$ cat config.mk
export PLATFORM = sky130hd
export DESIGN_NAME = lane_serializer
export DESIGN_NICKNAME = d
export VERILOG_FILES = /design/src/rtl/lane_ser_pkg.sv /design/src/rtl/lane_select.sv /design/src/rtl/lane_serializer.sv
export SDC_FILE = /design/constraint.sdc
export NUM_CORES = 1
export LEC_CHECK = 0
export ABC_AREA = 0
export BUFFER_PORTS_ARGS = -buffer_cell sky130_fd_sc_hd__buf_2
export CAP_MARGIN = 15
export CORE_AREA = 4 4 157 159
export CTS_BUF_LIST = sky130_fd_sc_hd__clkbuf_8
export CTS_CLUSTER_SIZE = 12
export DETAILED_ROUTE_END_ITERATION = 12
export DIE_AREA = 0 0 161 163
export HOLD_SLACK_MARGIN = 0.02
export PLACE_DENSITY = 0.53
export SLEW_MARGIN = 20
export SYNTH_ARGS = -nofsm -noshare
export SYNTH_HDL_FRONTEND = slang
export SYNTH_SLANG_ARGS = --single-unit
$ cat constraint.sdc
create_clock -name clk -period 1.8 [get_ports clk]
set_input_delay 0.09 -clock clk [delete_from_list [all_inputs] [get_ports clk]]
set_output_delay 0.09 -clock clk [all_outputs]
set_load 0.005 [all_outputs]
$ cat src/rtl/lane_ser_pkg.sv
// Shared types, defaults and index helpers for the lane serializer.
// Optional out_last port is controlled by LANE_SERIALIZER_LAST_EN in lane_serializer.sv.
package lane_ser_pkg;

    localparam int unsigned LANE_W_DEF = 8;
    localparam int unsigned LANES_DEF  = 16;

    typedef enum logic {
        StIdle,
        StSend
    } state_e;

    // Only reachable when LANES is not a power of two.
    function automatic int unsigned clamp_first(input int unsigned first,
                                                input int unsigned lanes);
        return (first >= lanes) ? 0 : first;
    endfunction

    function automatic int unsigned sat_count(input int unsigned count,
                                              input int unsigned lanes);
        return (count >= lanes) ? lanes - 1 : count;
    endfunction

endpackage

$ cat src/rtl/lane_select.sv
// Combinational LANES-to-1 mux of LANE_W-bit lanes; out-of-range select yields 0.
module lane_select #(
    parameter int unsigned LANE_W = 8,
    parameter int unsigned LANES  = 16,
    localparam int unsigned SEL_W = $clog2(LANES)
) (
    input  logic [LANES*LANE_W-1:0] data,
    input  logic [SEL_W-1:0]        sel,
    output logic [LANE_W-1:0]       lane
);

    always_comb begin
        lane = '0;
        for (int unsigned k = 0; k < LANES; k++) begin
            if (sel == SEL_W'(k)) begin
                lane = data[k*LANE_W +: LANE_W];
            end
        end
    end

endmodule

$ cat src/rtl/lane_serializer.sv
// Captures a LANES x LANE_W word and emits a run of lanes with modulo wrap, one per beat.
// Define LANE_SERIALIZER_LAST_EN to add the out_last port marking the final lane of a run.
module lane_serializer
    import lane_ser_pkg::*;
#(
    parameter int unsigned LANE_W = LANE_W_DEF,
    parameter int unsigned LANES  = LANES_DEF,
    localparam int unsigned SEL_W = $clog2(LANES)
) (
    input  logic                    clk,
    input  logic                    rst_n,
    input  logic                    in_valid,
    output logic                    in_ready,
    input  logic [LANES*LANE_W-1:0] in_data,
    input  logic [SEL_W-1:0]        in_first,
    input  logic [SEL_W-1:0]        in_count,
    output logic                    out_valid,
    input  logic                    out_ready,
    output logic [LANE_W-1:0]       out_data,
    output logic [SEL_W-1:0]        out_idx,
    output logic                    busy
`ifdef LANE_SERIALIZER_LAST_EN
    ,
    output logic                    out_last
`endif
);

    state_e                  state_q, state_d;
    logic [LANES*LANE_W-1:0] buffer_q, buffer_d;
    logic [SEL_W-1:0]        idx_q, idx_d;
    logic [SEL_W-1:0]        rem_q, rem_d;
    logic [LANE_W-1:0]       lane;
    logic                    sending;
    logic                    last;
    logic                    load;

    assign sending = (state_q == StSend);
    assign last    = sending && (rem_q == '0);
    // out_ready reaches in_ready combinationally so a new word can land on the final beat.
    assign in_ready = !sending || (out_ready && rem_q == '0);
    assign load     = in_valid && in_ready;

    lane_select #(
        .LANE_W (LANE_W),
        .LANES  (LANES)
    ) u_lane_select (
        .data (buffer_q),
        .sel  (idx_q),
        .lane (lane)
    );

    always_comb begin
        state_d  = state_q;
        buffer_d = buffer_q;
        idx_d    = idx_q;
        rem_d    = rem_q;
        unique case (state_q)
            StIdle: begin
                if (load) begin
                    state_d  = StSend;
                    buffer_d = in_data;
                    idx_d    = SEL_W'(clamp_first(32'(in_first), LANES));
                    rem_d    = SEL_W'(sat_count(32'(in_count), LANES));
                end
            end
            StSend: begin
                if (out_ready) begin
                    if (rem_q != '0) begin
                        rem_d = rem_q - SEL_W'(1);
                        idx_d = (idx_q == SEL_W'(LANES - 1)) ? '0 : idx_q + SEL_W'(1);
                    end else if (load) begin
                        buffer_d = in_data;
                        idx_d    = SEL_W'(clamp_first(32'(in_first), LANES));
                        rem_d    = SEL_W'(sat_count(32'(in_count), LANES));
                    end else begin
                        state_d = StIdle;
                    end
                end
            end
            default: state_d = StIdle;
        endcase
    end

    always_ff @(posedge clk or negedge rst_n) begin
        if (!rst_n) begin
            state_q  <= StIdle;
            buffer_q <= '0;
            idx_q    <= '0;
            rem_q    <= '0;
        end else begin
            state_q  <= state_d;
            buffer_q <= buffer_d;
            idx_q    <= idx_d;
            rem_q    <= rem_d;
        end
    end

    always_comb begin
        out_valid = sending;
        busy      = sending;
        out_data  = sending ? lane : '0;
        out_idx   = sending ? idx_q : '0;
    end

`ifdef LANE_SERIALIZER_LAST_EN
    assign out_last = last;
`else
    logic unused_last;
    assign unused_last = last;
`endif

endmodule
== Word-level counts from Yosys, hierarchy flattened ==
Index checks and enable logic that the tools add are counted.

* Output and inout port bits: 15
* Logic and storage cells: 67
* Register bits: 137
* Input port bits: 140

* Equality and inequality tests: 17
* Bitwise logic cells: 1
* Muxes and demuxes: 35
* Reduce and logical (&&, ||, !) cells: 8
* Add/subtract/negate cells: 2

{| class="wikitable"
|+ Operators with widths
! kind !! number
|-
| $mux 128 || 3
|-
| $pmux 128 s2 || 1
|-
| $mux 8 || 17
|-
| $eq 4x4->1 const B || 8
|-
| $mux 4 || 8
|-
| $eq 4x3->1 const B || 4
|-
| $pmux 4 s2 || 2
|-
| $eq 4x2->1 const B || 2
|-
| $logic_not 4->1 || 2
|-
| $add 4x1->4 const B || 1
|-
| $eq 4x1->1 const B || 1
|-
| $ne 2x2->1 const B || 2
|-
| $reduce_bool 4->1 || 1
|-
| $sub 4x1->4 const B || 1
|-
| $mux 1 || 3
|-
| $logic_and 1x1->1 || 2
|-
| $pmux 1 s2 || 1
|-
| $reduce_and 2->1 || 1
|-
| $logic_not 1->1 || 1
|-
| $logic_or 1x1->1 || 1
|-
| $not 1->1 || 1
|}

== Logic depth before layout (Yosys ltp) ==
* Word-level depth: 18
* Depth in mapped cells: 10
* Mapped depth without buffers: 7

== By module ==
A second synthesis with hierarchy kept.

* Cells, all modules: 538
* Area total of the unflattened synthesis: 7178.1 um^2

{| class="wikitable"
|+ Modules (own cells, without submodules)
! module !! area each (um^2) !! seq. area each (um^2) !! cells an instance !! instances
|-
| lane_serializer || 5834.3 || 3428.3 || 349 || 1
|-
| lane_select || 1343.8 || 0.0 || 189 || 1
|}

== Worst setup path after synthesis ==
No wires, ideal clock.

* Path type: flip-flop to output port
* Start point: register idx_q[0]
* End point: output port out_data[6]
* Data required time: 1.710 ns
* Path slack: -0.124 ns
* Arrival: 1.834 ns
* Cell stages (with the launch flop): 10
* Path buffers: 2
* Cell sequence: dfrtp_1 > inv_1 > ha_1 > buf_4 > buf_4 > nand2_1 > o211a_1 > nor3_1 > a221oi_1 > a2111oi_2

* Longest elaborated chain between the ends: 18
* Elaborated cells on any way between the ends: 33
* Classes of those cells: eq/ne: 15; mux: 17; reduce/logical: 1

{| class="wikitable"
|+ RTL lines
! element !! line !! text
|-
| start, declared || lane_serializer.sv:30 || <nowiki>logic [SEL_W-1:0] idx_q, idx_d;</nowiki>
|-
| start signal, assigned || lane_serializer.sv:93 || <nowiki>idx_q <= idx_d;</nowiki>
|-
| $logic_not 4->1 || lane_select.sv:15 || <nowiki>if (sel == SEL_W'(k)) begin</nowiki>
|-
| $mux 8 (15 in series) || lane_select.sv:15 ||
|-
| $mux 8 * || lane_select.sv:15 ||
|-
| $mux 8 * || lane_serializer.sv:101 || <nowiki>out_data = sending ? lane : '0;</nowiki>
|-
| end, declared || lane_serializer.sv:19 || <nowiki>output logic [LANE_W-1:0] out_data,</nowiki>
|}

Every way passes the cells marked *; elsewhere a longest branch is shown, timed or not.

== Worst setup path after layout ==
* Start point: register idx_q[0]
* End point: output port out_data[3]

The elaborated chain is that of the path after synthesis.

==> impl_summary.txt <==
----------------------------------------------------
[Pwr]
  Total power density per cell area ... 1560 mW/mm^2
  Peak ir drop on the vdd network ... 540 uV
  Leak pwr ... 5.77 nW
  Overall Power ... 0.0188 W

[Clock network]
  Clock tree from TritonCTS ... done
  Clock transition at the registers of the reported paths ... 0.09 ns
  Maximum number of buffers from clock root to sink ... 2
  Clock tree root driver cell ... sky130_fd_sc_hd__clkbuf_8
  Worst skew pair latency ... 0.45 ns
  Number of CTS-inserted buffers ... 17
  Number of clock sinks ... 137
  # H-tree levels ... 4

[Layout]
  Fraction of layout instances using a drive strength above 1 ... 52.4%
  Footprint of the multi-input gates ... 0.00397 mm^2
  Area taken by flip-flops and latches ... 0.00343 mm^2
  Number of fill cells in the layout ... 2026
  Final net count ... 1101
  Post-route insts no fill ... 1289
  Summed area of non-filler cells in the final layout ... 0.0120 mm^2
  Area growth syn-to-layout ... 74.7%
  Final design utilization ... 51.5%

[Setup path]
  Kind of capture point of the worst setup path ... output pin
  Flop-to-flop setup slack ... -0.19 ns
  Worst setup path category ... reg -> out
  Max FO, Critical Path ... 4
  Data required, critical path ... 1.71 ns
  Worst endpoint data arrival time ... 2.61 ns
  Sort of element at the start of the critical path ... flop

[Timing]
  Post-layout minimum cycle time ... 2.70 ns
  Hold Fails Final Rpt ... 0
  Max_slew headroom ... 69.1%
  Portion of the clock cycle consumed by the worst path in the final layout ... 150%
  Final setup margin ... -0.904 ns
  Setup clock skew after layout ... 0.0123 ns
  Maximum clock frequency ... 370 MHz
  RSZ-0062 raised after global routing ... yes
  Number of pins with negative max-slew slack in the final report ... 0
  Slew at the pin closest to its max-slew limit ... 0.461 ns
  Finish-stage setup viols ... 139

[Global routing]
  Largest net degree at the start of global routing ... 42
  Via count of the first global-routing pass ... 6654
  Number of antenna violations at the first check in global routing ... 1
  Aggregate global-route resource usage ... 19.5%
  Wire length of the first global-routing pass ... 39.1 mm
  Total congestion overflow ... 0

[Synthesis]
  Seq/Total Area, Yosys ... 50.0%
  Dominant synthesized flop cell ... sky130_fd_sc_hd__dfrtp_1
  Ranking of synthesized cells by area ... sky130_fd_sc_hd__dfrtp_1 (50%), sky130_fd_sc_hd__mux2_2 (19%), sky130_fd_sc_hd__a21oi_1 (2.4%)
  Mean post-synth cell area ... 12.0 um^2
  Netlist cell types ... 51
  Top-area cell type share of the netlist area ... 50.0%
  Number of enable flip-flop cells after synthesis ... 0
  Net count after synthesis ... 715
  Post-synthesis cell type with the largest combined area ... sky130_fd_sc_hd__dfrtp_1
  Synthesized area ... 0.00686 mm^2
  Yosys synthesis warning count ... 0
  Cell with the most instances after synthesis ... sky130_fd_sc_hd__dfrtp_1
  Ys async rst share ... 100%
  Most frequent cells after synthesis ... sky130_fd_sc_hd__dfrtp_1 (137), sky130_fd_sc_hd__mux2_2 (115), sky130_fd_sc_hd__a21oi_1 (33)
  Count of state elements after synthesis ... 137
  Synthesized netlist cell count ... 570

[Run status]
  Violations in the final reports ... setup timing
  Outcome ... finished, violations left

[Floorplanning]
  Floorplan Core Area ... 0.0233 mm^2
  Total Die Area ... 0.0262 mm^2
  Starting Density ... 29.5%
  Die outline width ... 161 um
  Top-level I/O count ... 155
  Height of the die ... 163 um
  Number of rows in the core area ... 56

[Place]
  Routability cong. ... 0.850
  IO buf count ... 154
  HPWL after detailed placement ... 17.1 mm
  Post-Place Worst Slack ... -0.534 ns
  Cell area after placement ... 0.00867 mm^2
  Placed Cells incl. Taps ... 1087

[Hold path]
  Type of the most critical hold path ... in -> async

[Routing]
  Number of DRC markers after the initial detailed-route iteration ... 377
  Total length of routed wires ... 26.3 mm
  Average routed wire per standard cell ... 20.4 um
  Antenna Nets Post-Route ... 0
  Detailed-routing iteration count for the pre-antenna-repair pass ... 5
  Ratio of routed vias to standard cells ... 4.89
  Via count ... 6308
  Drc violations ... 0

[Run]
  Max-capacitance violation count ... 0

----------------------------------------------------
==> metrics by stage <==
stage / hold WS, ns / TNS (ns)
after floorplan: -0.206 / -1.65
after global placement: 0.0376 / -11.47
after detailed placement: 0.0383 / -11.03
after CTS: 0.0393 / -18.36
after global routing: 0.116 / -29.97
final: 0.106 / -21.74
==> critical path: stages, from the launching register on <==
cell	delay, ns
sky130_fd_sc_hd__dfrtp_2	0.48
sky130_fd_sc_hd__inv_4	0.11
sky130_fd_sc_hd__ha_4	0.14
sky130_fd_sc_hd__nor2b_1	0.12
sky130_fd_sc_hd__buf_4	0.15
sky130_fd_sc_hd__buf_6	0.11
sky130_fd_sc_hd__buf_6	0.09
sky130_fd_sc_hd__a221oi_2	0.05
sky130_fd_sc_hd__o221a_1	0.27
sky130_fd_sc_hd__o221a_1	0.23
sky130_fd_sc_hd__a211oi_2	0.24
sky130_fd_sc_hd__buf_2	0.16
==> final cells by class <==
type / count / area share, %
Sequential cell: 137 / 28.6
Multi-Input combinational cell: 380 / 33.1
Clock inverter: 14 / 1.82
Tap cell: 319 / 3.33
Antenna cell: 1 / 0.0209
Timing Repair Buffer: 410 / 30.5
Inverter: 10 / 0.459
Clock buffer: 18 / 2.07
==> report_power, final <==
part | leakage [nW] | total (W) | internal (W) | switching (W)
Combinational | 3.86 | 0.00983 | 0.00576 | 0.00407
Clock | 0.231 | 0.00303 | 0.00170 | 0.00133
Sequential | 1.68 | 0.00589 | 0.00456 | 0.00133
Total | 5.77 | 0.0188 | 0.0120 | 0.00674
==> metal layers <==
layer	global-route usage, %	vias up	part of all wire (%)
li1	-	2924	-
met1	26.0	3129	44
met2	32.1	218	49
met3	3.19	37	3.9
met4	7.48	0	3.0
met5	0	-	0
==> state kept, by name, indices dropped and copies added, names as in the netlist <==
register	cells
buffer_q	128
idx_q	4
rem_q	4
busy	1
==> final timing paths <==
path	depth (start not counted)	start	end
max in group asynchronous	3	rst_n	rem_q[0]
worst max register to register	9	rem_q[0]	buffer_q[27]
worst min register to register	1	buffer_q[83]	buffer_q[83]
worst min-delay path	2	rst_n	buffer_q[58]
min in group clk	4	in_first[2]	idx_q[2]
worst max-delay path	11	idx_q[0]	out_data[3]
==> what timing repair did <==
| item | CTS | global route |
|---|---|---|
| hold buffers | 138 | 0 |
| setup buffers | 22 | 12 |
| gates cloned | 11 | 0 |
| endpoints found under the setup margin | 136 | 144 |
| endpoints found under the hold margin | 273 | 0 |
| resized for setup | 190 | 68 |
| pin swaps | 21 | 21 |
==> layout by cell type, fill, tap and decap left out, types with 3 or more instances in the layout <==
cell type,count
sky130_fd_sc_hd__buf_2,151
sky130_fd_sc_hd__dlygate4sd3_1,138
sky130_fd_sc_hd__dfrtp_1,134
sky130_fd_sc_hd__mux2_4,128
sky130_fd_sc_hd__buf_4,65
sky130_fd_sc_hd__a21oi_1,29
sky130_fd_sc_hd__buf_12,26
sky130_fd_sc_hd__o21ai_0,23
sky130_fd_sc_hd__nand2_1,18
sky130_fd_sc_hd__clkbuf_8,18
sky130_fd_sc_hd__nor2b_1,17
sky130_fd_sc_hd__nor2_1,15
sky130_fd_sc_hd__a221oi_2,13
sky130_fd_sc_hd__a211oi_2,13
sky130_fd_sc_hd__o221a_1,13
sky130_fd_sc_hd__buf_6,13
sky130_fd_sc_hd__o21ai_1,11
sky130_fd_sc_hd__nor3_1,10
sky130_fd_sc_hd__buf_16,9
sky130_fd_sc_hd__buf_8,8
sky130_fd_sc_hd__inv_1,7
sky130_fd_sc_hd__a2bb2oi_1,7
sky130_fd_sc_hd__o221ai_1,7
sky130_fd_sc_hd__o22ai_1,7
sky130_fd_sc_hd__nand3_1,6
sky130_fd_sc_hd__bufinv_16,5
sky130_fd_sc_hd__a21oi_2,4
sky130_fd_sc_hd__ha_4,4
sky130_fd_sc_hd__nor2_2,3
sky130_fd_sc_hd__o31ai_1,3
sky130_fd_sc_hd__nand2b_1,3
sky130_fd_sc_hd__inv_6,3
sky130_fd_sc_hd__clkinvlp_4,3
sky130_fd_sc_hd__dfrtp_2,3
==> kinds of logic (layout without fill, tap and decap cells) <==
logic type      after synthesis  in the layout  synth area share (%)
flops                       137            137                  50.0
compound gates              156            156                  16.1
buf+inv                      53            452                  4.58
fa+ha+maj                     5              5                 0.912
xor+xnor                      1              1                 0.128
mux                         130            130                  21.3
simple gates                 88             88                  7.07
other cells                   0              1                     0
Power figures use the tool's default switching activity.
